[src/rtl/alu_arbiter.sv]
// Purpose: round-robin arbiter/sequencer sharing one external combinational ALU between two requesters.
// Latency: accept edge N -> alu_* valid from N+1 -> result captured end of N+1 -> resp_valid from N+2.
// Backpressure: one operation in flight; req_ready low in EXEC/RESP, and RESP holds until the owner's resp_ready.
//
// Ports:
//   clk, rst_n                   clock, synchronous active-low reset
//   req_*_0 / req_*_1            request handshake plus operands, signed mode and function code
//   resp_*_0 / resp_*_1          result handshake, data and illegal-function flag (owner only)
//   alu_a/alu_b/alu_signed/alu_func  registered ALU inputs; alu_s is the ALU result
module alu_arbiter #(
    parameter int WIDTH  = 32,
    parameter int FUNC_W = 6
) (
    input  logic              clk,
    input  logic              rst_n,
    input  logic              req_valid_0,
    input  logic              req_valid_1,
    output logic              req_ready_0,
    output logic              req_ready_1,
    input  logic [WIDTH-1:0]  req_a_0,
    input  logic [WIDTH-1:0]  req_a_1,
    input  logic [WIDTH-1:0]  req_b_0,
    input  logic [WIDTH-1:0]  req_b_1,
    input  logic              req_signed_0,
    input  logic              req_signed_1,
    input  logic [FUNC_W-1:0] req_func_0,
    input  logic [FUNC_W-1:0] req_func_1,
    output logic              resp_valid_0,
    output logic              resp_valid_1,
    input  logic              resp_ready_0,
    input  logic              resp_ready_1,
    output logic [WIDTH-1:0]  resp_data_0,
    output logic [WIDTH-1:0]  resp_data_1,
    output logic              resp_err_0,
    output logic              resp_err_1,
    output logic [WIDTH-1:0]  alu_a,
    output logic [WIDTH-1:0]  alu_b,
    output logic              alu_signed,
    output logic [FUNC_W-1:0] alu_func,
    input  logic [WIDTH-1:0]  alu_s
);

    localparam logic [1:0] IDLE = 2'd0;
    localparam logic [1:0] EXEC = 2'd1;
    localparam logic [1:0] RESP = 2'd2;

    logic [1:0]        state_q, state_d;
    logic              owner_q, owner_d;
    logic              last_grant_q, last_grant_d;
    logic [WIDTH-1:0]  alu_a_q, alu_a_d;
    logic [WIDTH-1:0]  alu_b_q, alu_b_d;
    logic              alu_signed_q, alu_signed_d;
    logic [FUNC_W-1:0] alu_func_q, alu_func_d;
    logic [WIDTH-1:0]  result_q, result_d;
    logic              err_q, err_d;

    logic func_legal;
    logic gnt_0, gnt_1;
    logic owner_rdy;

    // Only the function codes the ALU actually implements are accepted.
    always_comb begin
        case (alu_func_q)
            6'b000000, 6'b000001, 6'b011000, 6'b011110,
            6'b010110, 6'b010001, 6'b011010, 6'b100000,
            6'b100001, 6'b100011, 6'b110011, 6'b110001,
            6'b110101, 6'b111101, 6'b111001, 6'b111111: func_legal = 1'b1;
            default:                                    func_legal = 1'b0;
        endcase
    end

    // On a tie the port that did not win last time is granted; last_grant
    // resets to 1 so port 0 wins the first tie.
    assign gnt_0 = req_valid_0 & (~req_valid_1 | last_grant_q);
    assign gnt_1 = req_valid_1 & (~req_valid_0 | ~last_grant_q);

    assign req_ready_0 = (state_q == IDLE) & gnt_0;
    assign req_ready_1 = (state_q == IDLE) & gnt_1;

    assign owner_rdy = owner_q ? resp_ready_1 : resp_ready_0;

    always_comb begin
        state_d      = state_q;
        owner_d      = owner_q;
        last_grant_d = last_grant_q;
        alu_a_d      = alu_a_q;
        alu_b_d      = alu_b_q;
        alu_signed_d = alu_signed_q;
        alu_func_d   = alu_func_q;
        result_d     = result_q;
        err_d        = err_q;
        case (state_q)
            IDLE: begin
                if (req_ready_0 | req_ready_1) begin
                    owner_d      = req_ready_1;
                    alu_a_d      = req_ready_1 ? req_a_1      : req_a_0;
                    alu_b_d      = req_ready_1 ? req_b_1      : req_b_0;
                    alu_signed_d = req_ready_1 ? req_signed_1 : req_signed_0;
                    alu_func_d   = req_ready_1 ? req_func_1   : req_func_0;
                    state_d      = EXEC;
                end
            end
            EXEC: begin
                err_d    = ~func_legal;
                result_d = func_legal ? alu_s : '0;
                state_d  = RESP;
            end
            RESP: begin
                if (owner_rdy) begin
                    last_grant_d = owner_q;
                    state_d      = IDLE;
                end
            end
            default: state_d = IDLE;
        endcase
    end

    always_ff @(posedge clk) begin
        if (!rst_n) begin
            state_q      <= IDLE;
            owner_q      <= 1'b0;
            last_grant_q <= 1'b1;
            alu_a_q      <= '0;
            alu_b_q      <= '0;
            alu_signed_q <= 1'b0;
            alu_func_q   <= '0;
            result_q     <= '0;
            err_q        <= 1'b0;
        end else begin
            state_q      <= state_d;
            owner_q      <= owner_d;
            last_grant_q <= last_grant_d;
            alu_a_q      <= alu_a_d;
            alu_b_q      <= alu_b_d;
            alu_signed_q <= alu_signed_d;
            alu_func_q   <= alu_func_d;
            result_q     <= result_d;
            err_q        <= err_d;
        end
    end

    assign alu_a      = alu_a_q;
    assign alu_b      = alu_b_q;
    assign alu_signed = alu_signed_q;
    assign alu_func   = alu_func_q;

    // Response outputs are zero for the non-owner and outside RESP.
    assign resp_valid_0 = (state_q == RESP) & ~owner_q;
    assign resp_valid_1 = (state_q == RESP) &  owner_q;
    assign resp_data_0  = resp_valid_0 ? result_q : '0;
    assign resp_data_1  = resp_valid_1 ? result_q : '0;
    assign resp_err_0   = resp_valid_0 & err_q;
    assign resp_err_1   = resp_valid_1 & err_q;

endmodule

[config.mk]
export PLATFORM = sky130hd
export DESIGN_NAME = alu_arbiter
export DESIGN_NICKNAME = d
export VERILOG_FILES = /design/src/rtl/alu_arbiter.sv
export SDC_FILE = /design/constraint.sdc
export NUM_CORES = 1
export LEC_CHECK = 0
export ABC_AREA = 1
export CAP_MARGIN = 20
export CELL_PAD_IN_SITES_DETAIL_PLACEMENT = 1
export CELL_PAD_IN_SITES_GLOBAL_PLACEMENT = 1
export CORE_AREA = 2 2 124 126
export CTS_CLUSTER_DIAMETER = 40
export DETAILED_ROUTE_END_ITERATION = 6
export DIE_AREA = 0 0 126 128
export DONT_BUFFER_PORTS = 1
export PLACE_DENSITY = 0.71
export SLEW_MARGIN = 10
export SYNTH_ARGS = -nofsm -noshare
export SYNTH_HDL_FRONTEND = slang
export SYNTH_SLANG_ARGS = --single-unit
export TNS_END_PERCENT = 100
[constraint.sdc]
create_clock -name clk -period 1.4 [get_ports clk]
set_input_delay 0.07 -clock clk [delete_from_list [all_inputs] [get_ports clk]]
set_output_delay 0.07 -clock clk [all_outputs]
set_load 0.02 [all_outputs]
==> reports/qor.txt <==
STA
--------------------------------------------------------------------------------
Final Hold Fails                                                              58
Min Clock Period, post-route                                             1770 ps
Unrepaired setup endpoints after global routing                              yes
Fmax achieved                                                            563 MHz
Fin Setup TNS                                                          -36730 ps
Setup Skew                                                               17.0 ps
Hold Worst Slack                                                         -125 ps
Slew Limit Fails                                                               0
Worst Slack Setup Final                                                  -375 ps
Fraction of the cycle the final worst path needs                            127%
Slew Limit Headroom                                                        72.9%
Actual slew at the worst max-slew pin                                     406 ps
Final setup violating endpoints                                              144

FLOORPLANNING
--------------------------------------------------------------------------------
Starting Density                                                           33.1%
Total I/O pin count                                                          321
Floorplan die width                                                       126 um
Total number of placement rows                                                45
DIE AREA                                                              16100 um^2
Core Area                                                             14900 um^2
Die extent in y                                                           128 um

POWER AND IR DROP
--------------------------------------------------------------------------------
Internal portion of total power                                          6.08 mW
Fraction of power spent switching nets                                     35.4%
Areal power density over the cells                                   992 nW/um^2
Total Power Consumption                                                  9.40 mW
Combinational Power Share                                                  30.9%
Clk pwr share                                                              27.0%
P_leak                                                                   3.36 nW
Max VDD drop                                                            0.867 mV
Fraction of power consumed by sequential logic                             42.0%
Switching pwr                                                            3.32 mW

CTS
--------------------------------------------------------------------------------
Number of buffers on the longest clock path                                    2
Clock Root Buffer                                                   sky130_fd_sc_hd__clkbuf_16
Clock latency on the worst-skew pair                                      360 ps
CTS tree                                                                    done
Count of H-tree levels built during CTS                                        3
Reg clk slew, reported paths                                               80 ps
Number of CTS-inserted buffers                                                 9
Number of sinks driven by the clock tree                                     109

FLOW RUN
--------------------------------------------------------------------------------
Number of max-cap violations                                                   0

WORST SETUP PATH
--------------------------------------------------------------------------------
Most repeated library cell on the critical path                     sky130_fd_sc_hd__buf_6
Data arrival time of the critical path                                   2030 ps
Slowest stage delay, CP                                                   350 ps
Critical path peak fanout                                                      6
Critical Path Slowest Stage Cell                                    sky130_fd_sc_hd__dfxtp_4
Critical Setup Path Class                                           register to register
Worst Path Required                                                      1650 ps
Crit. End Element                                                       register
Setup crit start kind                                                   register
Cell chain of the critical path                                     buf_6, buf_6, nor2_8, o21ai_4, nor2_4, buf_6, buf_8, buf_12, buf_16, o21ai_2, o21ai_1

GRT
--------------------------------------------------------------------------------
Number of global-route vias before repair                                   6138
GRT Residual Overflow                                                          0
Total track usage                                                          28.3%
Number of antenna violations at the first check in global routing              3
Wire length of the first global-routing pass                            35200 um
Pin count of the biggest net entering global routing                          70

LOGIC SYNTHESIS
--------------------------------------------------------------------------------
Mapped Area                                                            4920 um^2
Synthesized Nets                                                             854
Total of flip-flops plus latches after synthesis                             109
Number of instances in the synthesized netlist                               674
Portion of the post-synthesis area used by sequential elements             44.3%
Yosys warning count                                                            0
Mean instance size in the synthesized netlist                          7.30 um^2
Unique masters post-synth                                                     30

RUN STATUS
--------------------------------------------------------------------------------
Run status                                                          finished, violations left
Violated checks                                                     negative hold slack, negative setup slack

LAYOUT
--------------------------------------------------------------------------------
Area grow syn2layout                                                       92.5%
Area of the multi-input gates                                          3390 um^2
# nets final                                                                1060
Reg area                                                               2190 um^2
Total of fill cells in the finished design                                  1540
Proportion of layout cells with a drive suffix above 1                     40.3%

DRT
--------------------------------------------------------------------------------
DRC violations left                                                            0
Overall via count from detail_route                                         6263
DRT Pass-1 Iters                                                               5
Via density                                                                 5.82
Total wire length                                                       28400 um
Wirelength per Cell                                                      26.4 um
Number of nets with antenna violations after detailed routing                  0
Detailed Route Iter0 Violations                                              353

PLACEMENT
--------------------------------------------------------------------------------
Dpl hpwl                                                                12700 um
Final GP Congestion                                                        0.834
Count of buffers inserted at the top-level ports                               0

WORST HOLD PATH
--------------------------------------------------------------------------------
Min-delay worst type                                                input port to register

repair_timing:
item	CTS	global route
endpoints found under the hold margin	100	67
endpoints found under the setup margin	169	176
buffers inserted	38	9
pin swaps	51	80
cloned	22	7
gates resized for setup	203	140
hold buffers	78	57
stage by stage:
| step | utilization, % | instances | instance area (um^2) | hold WS [ps] | setup slack [ps] |
|---|---|---|---|---|---|
| floorplan | - | 674 | 5410 | 218 | 23.3 |
| global placement | 39.1 | 856 | 5820 | 168 | -84.6 |
| detailed placement | 39.1 | 856 | 5820 | 167 | -181 |
| CTS | 55.9 | 1010 | 8310 | -193 | -327 |
| global route | 63.8 | 1076 | 9480 | -149 | -468 |
| finish | 63.8 | 1077 | 9480 | -125 | -375 |
worst paths after layout:
kind	startpoint	depth (start not counted)	slack (ps)	end
max	state_q[1]	11	-370	alu_b[25]
min	rst_n	2	-120	alu_b[15]
max reg2reg	state_q[1]	11	-370	alu_b[25]
min reg2reg	result_q[16]	2	520	result_q[16]
critical path, delay by kind of cell, from the launching register on:
kind,cells,cell delay [ps]
buffers and inverters,6,730
AOI/OAI and AO/OA,3,380
DFF,1,350
and+or+nand+nor,2,220
flip-flops by register name, indices dropped and copies added, names as in the netlist, 2 cells and up:
register	cells
alu_b	32
state_q	2
result_q	32
alu_a	32
alu_func	6
power by group through the flow:
stage,registers [mW],logic [mW],clock network (mW)
after floorplan,3.92,0.995,0
after global placement,3.97,1.29,0
after detailed placement,3.98,1.36,0
after CTS,3.91,2.37,2.53
after global routing,3.97,3.05,2.68
final,3.95,2.91,2.54
final cells by class:
class	instances	area share, %
Antenna cell	4	0.106
Timing Repair Buffer	248	33.1
Clock buffer	12	2.60
Tap cell	188	2.48
Clock inverter	4	0.343
Multi-Input combinational cell	456	35.8
Inverter	56	2.46
Sequential cell	109	23.1
cells in the final DEF, fill, tap and decap left out, types with 3 or more instances in the layout:
master and n:
sky130_fd_sc_hd__o21ai_2 63, sky130_fd_sc_hd__nand3_1 67, sky130_fd_sc_hd__clkbuf_16 15, sky130_fd_sc_hd__buf_16 19
sky130_fd_sc_hd__buf_12 23, sky130_fd_sc_hd__o21ai_1 59, sky130_fd_sc_hd__nor2_4 88, sky130_fd_sc_hd__nand2_1 10
sky130_fd_sc_hd__nand2_2 11, sky130_fd_sc_hd__buf_6 34, sky130_fd_sc_hd__inv_1 47, sky130_fd_sc_hd__diode_2 4
sky130_fd_sc_hd__nand3_4 3, sky130_fd_sc_hd__buf_8 5, sky130_fd_sc_hd__inv_2 5, sky130_fd_sc_hd__dfxtp_1 107
sky130_fd_sc_hd__nor2_2 27, sky130_fd_sc_hd__a22oi_1 32, sky130_fd_sc_hd__buf_4 26, sky130_fd_sc_hd__nor2_1 57
sky130_fd_sc_hd__o21ai_4 12, sky130_fd_sc_hd__a21oi_1 3, sky130_fd_sc_hd__a21oi_2 4, sky130_fd_sc_hd__dlygate4sd3_1 135
sky130_fd_sc_hd__nand3_2 6, sky130_fd_sc_hd__nand4_1 6
logic make-up (layout without fill, tap and decap cells):
logic type	Yosys count	after routing	synth area share (%)
AND/OR/NAND/NOR	277	278	24.9
AO/OA/AOI/OAI	178	178	20.8
buffers and inverters	110	320	9.99
flip-flops	109	109	44.3
other	0	4	0
synth_stat cells (all sizes together):
cell type	instances	share of area (%)
buf	37	4.3
nand2	23	2.1
o221ai	1	0.18
inv	56	4.4
a22oi	32	4.9
o21ai	135	14
dfxtp	109	44
nand3	75	8.3
clkbuf	17	1.3
nor2	173	14
nand4	6	0.76
a211oi	1	0.15
a21oi	9	1.5
routing by layer:
layer / GRT usage (%) / part of all wire (%)
met3: 7.30 / 7.9
met2: 53.9 / 54
met5: 0 / 0
met1: 28.8 / 32
met4: 13.3 / 6.1
Power figures use the tool's default switching activity.
